**config.mk**
```make
export PLATFORM = sky130hd
export DESIGN_NAME = mips_mc_control
export DESIGN_NICKNAME = d
export VERILOG_FILES = /design/src/rtl/mips_pkg.sv /design/src/rtl/mips_mc_decode.sv /design/src/rtl/mips_mc_control.sv
export SDC_FILE = /design/constraint.sdc
export NUM_CORES = 1
export LEC_CHECK = 0
export ABC_CLOCK_PERIOD_IN_PS = 1700
export BUFFER_PORTS_ARGS = -buffer_cell sky130_fd_sc_hd__buf_2
export CORE_ASPECT_RATIO = 1.2
export CORE_MARGIN = 1.5
export CORE_UTILIZATION = 30
export CTS_CLUSTER_DIAMETER = 60
export CTS_CLUSTER_SIZE = 20
export DETAILED_ROUTE_END_ITERATION = 8
export PLACE_DENSITY = 0.64
export SYNTH_ARGS = -nofsm -noshare
export SYNTH_HDL_FRONTEND = slang
export SYNTH_SLANG_ARGS = --single-unit
export TNS_END_PERCENT = 20
```
**constraint.sdc**
```tcl
create_clock -name clk -period 1.7 [get_ports clk]
set_input_delay 0.17 -clock clk [delete_from_list [all_inputs] [get_ports clk]]
set_output_delay 0.17 -clock clk [all_outputs]
set_load 0.1 [all_outputs]
```
**src/rtl/mips_pkg.sv**
```systemverilog
// Shared encodings for the multi-cycle MIPS control path: opcodes, FSM states,
// select codes and the decoded-instruction bundle passed from decoder to FSM.
package mips_pkg;

    localparam logic [5:0] OP_RTYPE = 6'h00;
    localparam logic [5:0] OP_J     = 6'h02;
    localparam logic [5:0] OP_JAL   = 6'h03;
    localparam logic [5:0] OP_BEQ   = 6'h04;
    localparam logic [5:0] OP_ORI   = 6'h0D;
    localparam logic [5:0] OP_LUI   = 6'h0F;
    localparam logic [5:0] OP_LB    = 6'h20;
    localparam logic [5:0] OP_LW    = 6'h23;
    localparam logic [5:0] OP_SW    = 6'h2B;

    localparam logic [5:0] FN_JR    = 6'h08;
    localparam logic [5:0] FN_ADDU  = 6'h21;
    localparam logic [5:0] FN_SUBU  = 6'h23;

    localparam logic [2:0] ST_IDLE   = 3'd0;
    localparam logic [2:0] ST_FETCH  = 3'd1;
    localparam logic [2:0] ST_DECODE = 3'd2;
    localparam logic [2:0] ST_EXEC   = 3'd3;
    localparam logic [2:0] ST_MEM    = 3'd4;
    localparam logic [2:0] ST_WB     = 3'd5;

    localparam logic [1:0] NPC_PC4  = 2'd0;
    localparam logic [1:0] NPC_BEQ  = 2'd1;
    localparam logic [1:0] NPC_J    = 2'd2;
    localparam logic [1:0] NPC_JR   = 2'd3;

    localparam logic [1:0] EXT_ZERO = 2'd0;
    localparam logic [1:0] EXT_SIGN = 2'd1;
    localparam logic [1:0] EXT_LUI  = 2'd2;

    localparam logic [3:0] ALU_ADD  = 4'd0;
    localparam logic [3:0] ALU_SUB  = 4'd1;
    localparam logic [3:0] ALU_OR   = 4'd2;

    localparam logic [1:0] A3_RT    = 2'd0;
    localparam logic [1:0] A3_RD    = 2'd1;
    localparam logic [1:0] A3_RA    = 2'd2;

    localparam logic [2:0] WD_ALU   = 3'd0;
    localparam logic [2:0] WD_MEM   = 3'd1;
    localparam logic [2:0] WD_PC4   = 3'd2;
    localparam logic [2:0] WD_MEMB  = 3'd3;

    localparam logic [1:0] BSEL_RT  = 2'd0;
    localparam logic [1:0] BSEL_EXT = 2'd1;

    typedef enum logic [2:0] {
        CL_ILL   = 3'd0,
        CL_ALU   = 3'd1,
        CL_LOAD  = 3'd2,
        CL_STORE = 3'd3,
        CL_BEQ   = 3'd4,
        CL_J     = 3'd5,
        CL_JAL   = 3'd6,
        CL_JR    = 3'd7
    } iclass_e;

    typedef struct packed {
        iclass_e    cls;
        logic [1:0] npc_op;
        logic [1:0] ext_op;
        logic [3:0] alu_op;
        logic [1:0] a3_sel;
        logic [2:0] wd_sel;
        logic [1:0] b_sel;
    } ctrl_t;

    function automatic logic is_mem_class(input iclass_e cls);
        return (cls == CL_LOAD) || (cls == CL_STORE);
    endfunction

endpackage

```
**src/rtl/mips_mc_decode.sv**
```systemverilog
// Combinational instruction decoder: classifies the IR word and produces the
// static datapath selects; sequencing is left to mips_mc_control.
module mips_mc_decode
    import mips_pkg::*;
(
    input  logic [31:0] i_instr,
    output ctrl_t       o_ctrl
);

    logic [5:0] w_op;
    logic [5:0] w_fn;

    assign w_op = i_instr[31:26];
    assign w_fn = i_instr[5:0];

    always_comb begin
        o_ctrl = '0;
        case (w_op)
            OP_RTYPE: begin
                o_ctrl.a3_sel = A3_RD;
                // Only the all-zero word (nop) is accepted from the shift group.
                if (i_instr == 32'h0000_0000) begin
                    o_ctrl.cls    = CL_ALU;
                    o_ctrl.alu_op = ALU_ADD;
                end else begin
                    case (w_fn)
                        FN_ADDU: begin
                            o_ctrl.cls    = CL_ALU;
                            o_ctrl.alu_op = ALU_ADD;
                        end
                        FN_SUBU: begin
                            o_ctrl.cls    = CL_ALU;
                            o_ctrl.alu_op = ALU_SUB;
                        end
                        FN_JR: begin
                            o_ctrl.cls    = CL_JR;
                            o_ctrl.npc_op = NPC_JR;
                            o_ctrl.a3_sel = A3_RT;
                        end
                        default: o_ctrl = '0;
                    endcase
                end
            end
            OP_ORI: begin
                o_ctrl.cls    = CL_ALU;
                o_ctrl.ext_op = EXT_ZERO;
                o_ctrl.alu_op = ALU_OR;
                o_ctrl.b_sel  = BSEL_EXT;
            end
            OP_LUI: begin
                o_ctrl.cls    = CL_ALU;
                o_ctrl.ext_op = EXT_LUI;
                o_ctrl.alu_op = ALU_ADD;
                o_ctrl.b_sel  = BSEL_EXT;
            end
            OP_LW, OP_LB, OP_SW: begin
                o_ctrl.cls    = (w_op == OP_SW) ? CL_STORE : CL_LOAD;
                o_ctrl.ext_op = EXT_SIGN;
                o_ctrl.alu_op = ALU_ADD;
                o_ctrl.b_sel  = BSEL_EXT;
                o_ctrl.wd_sel = (w_op == OP_LB) ? WD_MEMB : WD_MEM;
            end
            OP_BEQ: begin
                o_ctrl.cls    = CL_BEQ;
                o_ctrl.npc_op = NPC_BEQ;
                o_ctrl.ext_op = EXT_SIGN;
                o_ctrl.alu_op = ALU_SUB;
                o_ctrl.b_sel  = BSEL_RT;
            end
            OP_J: begin
                o_ctrl.cls    = CL_J;
                o_ctrl.npc_op = NPC_J;
            end
            OP_JAL: begin
                o_ctrl.cls    = CL_JAL;
                o_ctrl.npc_op = NPC_J;
                o_ctrl.a3_sel = A3_RA;
                o_ctrl.wd_sel = WD_PC4;
            end
            default: o_ctrl = '0;
        endcase
    end

endmodule

```
**src/rtl/mips_mc_control.sv**
```systemverilog
// Multi-cycle MIPS control FSM (IDLE/FETCH/DECODE/EXEC/MEM/WB) with retire counter.
// Optional MC_MEM_WAIT_EN: honour mem_ready and time out stalled accesses.
module mips_mc_control
    import mips_pkg::*;
#(
    parameter int unsigned CNT_W    = 32,
    parameter int unsigned MEM_WAIT = 15
) (
    input  logic             clk,
    input  logic             reset,
    input  logic [31:0]      instr,
    input  logic             zero,
    input  logic             mem_ready,
    output logic             mem_req,
    output logic             IRWrite,
    output logic             PCWrite,
    output logic [1:0]       NPCOp,
    output logic             RegWrite,
    output logic             MemWrite,
    output logic [1:0]       EXTOp,
    output logic [3:0]       ALUOp,
    output logic [1:0]       RegA3Sel,
    output logic [2:0]       RegDataSel,
    output logic [1:0]       AluBSel,
    output logic [2:0]       state,
    output logic [CNT_W-1:0] retired,
    output logic             illegal
);

    logic [2:0]       r_state;
    logic [2:0]       w_next;
    logic [CNT_W-1:0] r_retired;
    logic             w_retire;
    logic             w_done;
    logic             w_timeout;
    logic             w_sel_en;
    ctrl_t            w_ctrl;

    mips_mc_decode u_decode (
        .i_instr (instr),
        .o_ctrl  (w_ctrl)
    );

`ifdef MC_MEM_WAIT_EN
    localparam int unsigned WAIT_W = $clog2(MEM_WAIT + 1);

    logic [WAIT_W-1:0] r_wait;

    assign w_done    = mem_req && mem_ready;
    assign w_timeout = mem_req && !mem_ready && (r_wait == WAIT_W'(MEM_WAIT - 1));

    // Counts consecutive stalled cycles of the current access only.
    always_ff @(posedge clk or negedge reset) begin
        if (!reset) begin
            r_wait <= '0;
        end else if (!mem_req || mem_ready || w_timeout) begin
            r_wait <= '0;
        end else begin
            r_wait <= r_wait + WAIT_W'(1);
        end
    end
`else
    logic w_unused_ok;

    assign w_done      = mem_req;
    assign w_timeout   = 1'b0;
    assign w_unused_ok = &{1'b0, mem_ready, MEM_WAIT[0]};
`endif

    assign w_sel_en = (r_state == ST_DECODE) || (r_state == ST_EXEC) ||
                      (r_state == ST_MEM)    || (r_state == ST_WB);

    assign NPCOp      = w_sel_en ? w_ctrl.npc_op : NPC_PC4;
    assign EXTOp      = w_sel_en ? w_ctrl.ext_op : EXT_ZERO;
    assign ALUOp      = w_sel_en ? w_ctrl.alu_op : ALU_ADD;
    assign RegA3Sel   = w_sel_en ? w_ctrl.a3_sel : A3_RT;
    assign RegDataSel = w_sel_en ? w_ctrl.wd_sel : WD_ALU;
    assign AluBSel    = w_sel_en ? w_ctrl.b_sel  : BSEL_RT;

    assign mem_req = (r_state == ST_FETCH) ||
                     ((r_state == ST_MEM) && is_mem_class(w_ctrl.cls));

    always_comb begin
        w_next   = r_state;
        IRWrite  = 1'b0;
        PCWrite  = 1'b0;
        RegWrite = 1'b0;
        MemWrite = 1'b0;
        illegal  = 1'b0;
        w_retire = 1'b0;
        case (r_state)
            ST_IDLE: w_next = ST_FETCH;
            ST_FETCH: begin
                if (w_done) begin
                    IRWrite = 1'b1;
                    PCWrite = 1'b1;
                    w_next  = ST_DECODE;
                end else if (w_timeout) begin
                    illegal = 1'b1;
                end
            end
            ST_DECODE: begin
                if (w_ctrl.cls == CL_ILL) begin
                    illegal  = 1'b1;
                    w_retire = 1'b1;
                    w_next   = ST_FETCH;
                end else begin
                    w_next = ST_EXEC;
                end
            end
            ST_EXEC: begin
                w_next = ST_FETCH;
                case (w_ctrl.cls)
                    CL_ALU:             w_next = ST_WB;
                    CL_LOAD, CL_STORE:  w_next = ST_MEM;
                    CL_BEQ: begin
                        PCWrite  = zero;
                        w_retire = 1'b1;
                    end
                    CL_J, CL_JR: begin
                        PCWrite  = 1'b1;
                        w_retire = 1'b1;
                    end
                    CL_JAL: begin
                        PCWrite  = 1'b1;
                        RegWrite = 1'b1;
                        w_retire = 1'b1;
                    end
                    default: w_next = ST_FETCH;
                endcase
            end
            ST_MEM: begin
                if (!is_mem_class(w_ctrl.cls)) begin
                    w_next = ST_FETCH;
                end else if (w_done) begin
                    if (w_ctrl.cls == CL_STORE) begin
                        MemWrite = 1'b1;
                        w_retire = 1'b1;
                        w_next   = ST_FETCH;
                    end else begin
                        w_next = ST_WB;
                    end
                end else if (w_timeout) begin
                    illegal = 1'b1;
                    w_next  = ST_FETCH;
                end
            end
            ST_WB: begin
                RegWrite = 1'b1;
                w_retire = 1'b1;
                w_next   = ST_FETCH;
            end
            default: w_next = ST_IDLE;
        endcase
    end

    always_ff @(posedge clk or negedge reset) begin
        if (!reset) begin
            r_state   <= ST_IDLE;
            r_retired <= '0;
        end else begin
            r_state <= w_next;
            if (w_retire) begin
                r_retired <= r_retired + CNT_W'(1);
            end
        end
    end

    assign state   = r_state;
    assign retired = r_retired;

endmodule

```
==> results.ini <==
[outcome]
status=finished, violations left
violations=setup timing

[finish]
fin_nets=430
diodes=0
area.growth.synth_to_final_pct=90.2
drive_gt1_frac=0.693
nFillCells=592
fin_util=0.592

[yosys]
async_flop_share=1.00
muxShareOfSynthArea=0.00494
ys_top_cells_by_area=dfrtp_1, xor2_1, nor4_2
ys_seq_elements=35
synthAdderAreaFrac=0.00549
synthSimpleGateAreaFrac=0.333
synthFlopType=dfrtp_1
avgSynthCellArea_um2=9.65
synth_top_family_by_area=simple AND/OR/NAND/NOR gates
seq_area_frac_synth=0.384
synth_top_area_share=0.384
yosysMostFrequentCell=dfrtp_1
yosysWarnings=0
synthesis.area_um2=2280
yosys-top-cells-count=dfrtp_1, xor2_1, nand2_1
synth_compound_area_frac=0.103
synthCells=236
synth_edf_count=0
synth_xor_area_frac=0.119
yosysTopAreaCell=dfrtp_1
synth.distinct_cells=46

[clock_network]
clock_latency_ns=0.29
htreeDepth=2
cts.clk_slew.worst_paths_ns=0.07
cts_made_buffers=5
cts_buffer_depth=2
tritoncts=done
cts_sinks=35
ctsRootBufferMaster=clkbuf_8

[routing]
firstDrtPassIters=4
post_drt_wl_per_cell_um=15.0
drtIter0Drc=60
drt_wl_total_um=7240
vias_per_cell=4.89
final_antenna_net_count=0
num_vias=2366
drc_errors=0

[critical_path]
startpoint_type=input port
cp.depth=9
end_kind=primary output
ff2ff_path_depth=6
crit_slowest_cell=nor4_4
r2r_start=state[0]$_DFFE_PN0P_
path_class=input port to primary output
cpPeakStageDelay_ns=0.33
critPathRequiredTime_ns=1.53
cpMostUsedCell=buf_6
crit_start=instr[0]
crit_fanout=4
crit_arrival_ns=1.71
crit_family=buffers and inverters
path_cells=buf_6 -> nor4_4 -> buf_4 -> nand3b_4 -> o211ai_4 -> buf_6 -> nand3_4 -> a21boi_4 -> buf_12
cp_num_buf_inv=4

[timing]
max_freq_mhz=532
rsz0062_at_grt=yes
finalMaxSlewViolations=0
setup_ws_ns=-0.181
period_minus_slack_ns=1.88
skew_ns=0.00909
hold_ws_ns=0.378
max_slew_margin=0.658
fin_crit_sh=1.11
finalSetupViolCount=43
max_slew.worst_pin.slew_ns=0.513
hold_violations=0

[flow_run]
maxCapViolCount=0

[placed_design]
gp_congestion=0.842
dpl.hpwl_um=5170
portBuffers=86

[global_route]
grt_pass1_vias=2510
grt_pass1_wl_um=11900
grt_usage=0.184
overflow=0
antenna_found_initial=0
grt_max_degree=23

[power]
p_leak_uw=0.00202
peakVddDrop_mv=1.59
powerDensity_nw_per_um2=1070
power_uw=4650

[floorplan]
die_y_um=98.5
num_rows=34
start_util=0.311
io_pins=92
die_w_um=82.6
dieArea_um2=8130
coreArea_um2=7320

[min_path]
hold_class=input port to async pin

[area by class of cell]
class	instances	area (um^2)	share of cell area
Sequential cell	35	916	0.211
Clock inverter	2	35.0	0.00809
Inverter	5	21.3	0.00491
Clock buffer	6	82.6	0.0191
Multi-Input combinational cell	187	1840	0.424
Timing Repair Buffer	159	1330	0.306
Tap cell	90	113	0.0260
[layer usage]
metal | vias to the layer above | wire, um | GRT usage
li1 | 1151 | - | -
met1 | 1139 | 2910 | 0.222
met2 | 65 | 3900 | 0.333
met3 | 11 | 320 | 0.0287
met4 | 0 | 105 | 0.0487
met5 | - | 0 | 0
[report_power, final]
part	internal (uW)	switching (uW)	total [uW]	leakage [uW]
Sequential	1000	166	1170	0.000373
Clock	474	297	771	0.0000612
Combinational	741	1980	2720	0.00158
Total	2210	2440	4650	0.00202
[path summary, 6_finish.rpt]
check / end / slack [ns]
max in group asynchronous: retired[18]$_DFFE_PN0P_ / 0.78
hold / removal: retired[13]$_DFFE_PN0P_ / 0.38
hold reg to reg: retired[31]$_DFFE_PN0P_ / 0.47
min in group clk: retired[31]$_DFFE_PN0P_ / 0.47
setup reg to reg: retired[1]$_DFFE_PN0P_ / -0.13
setup / recovery: RegWrite / -0.18
[flip-flops by register name, indices dropped and copies added, names as in the netlist]
signal and cells:
retired 32, state 3
[timing repair]
action | CTS | global route
setup endpoints to repair | 45 | 48
buffers inserted | 10 | 0
hold buffers | 1 | 0
gates resized for setup | 45 | 30
gates cloned | 1 | 0
pin swaps | 18 | 32
endpoints found under the hold margin | 20 | 0
[worst register-to-register path, delay by kind of cell, from the launching register on]
| kind | cells | cell delay [ns] |
|---|---|---|
| and+or+nand+nor | 1 | 0.07 |
| DFF | 1 | 0.51 |
| AOI/OAI and AO/OA | 3 | 0.61 |
| muxes | 1 | 0.33 |
| buffers and inverters | 1 | 0.20 |
[cell families (layout without fill, tap and decap cells)]
kind of cell,after synthesis,count (layout)
XOR/XNOR,31,31
flip-flops,35,35
AND/OR/NAND/NOR,123,123
other,1,4
buffers and inverters,17,172
adder cells (fa/ha/maj),1,1
AO/OA/AOI/OAI,27,27
multiplexers,1,1
[stage by stage]
step	area [um^2]	instances	setup slack, ns	TNS, ns
floorplan	2540	239	-0.461	-14.90
global placement	3720	465	-0.353	-9.83
detailed placement	3720	465	-0.426	-11.76
CTS	4190	485	-0.181	-3.33
global route	4330	484	-0.264	-7.65
finish	4330	484	-0.181	-3.65
[cells in the final DEF (no fill, tap or decap), types with 7 or more instances in the layout]
cell,instances
nor3_2,7
buf_12,20
buf_4,64
nand2_1,17
buf_2,64
nor4_4,12
dfrtp_2,20
nor2_1,8
xor2_1,27
buf_6,9
dfrtp_1,11
nand3_1,11
Note: power is estimated with default switching activity, not from simulation.
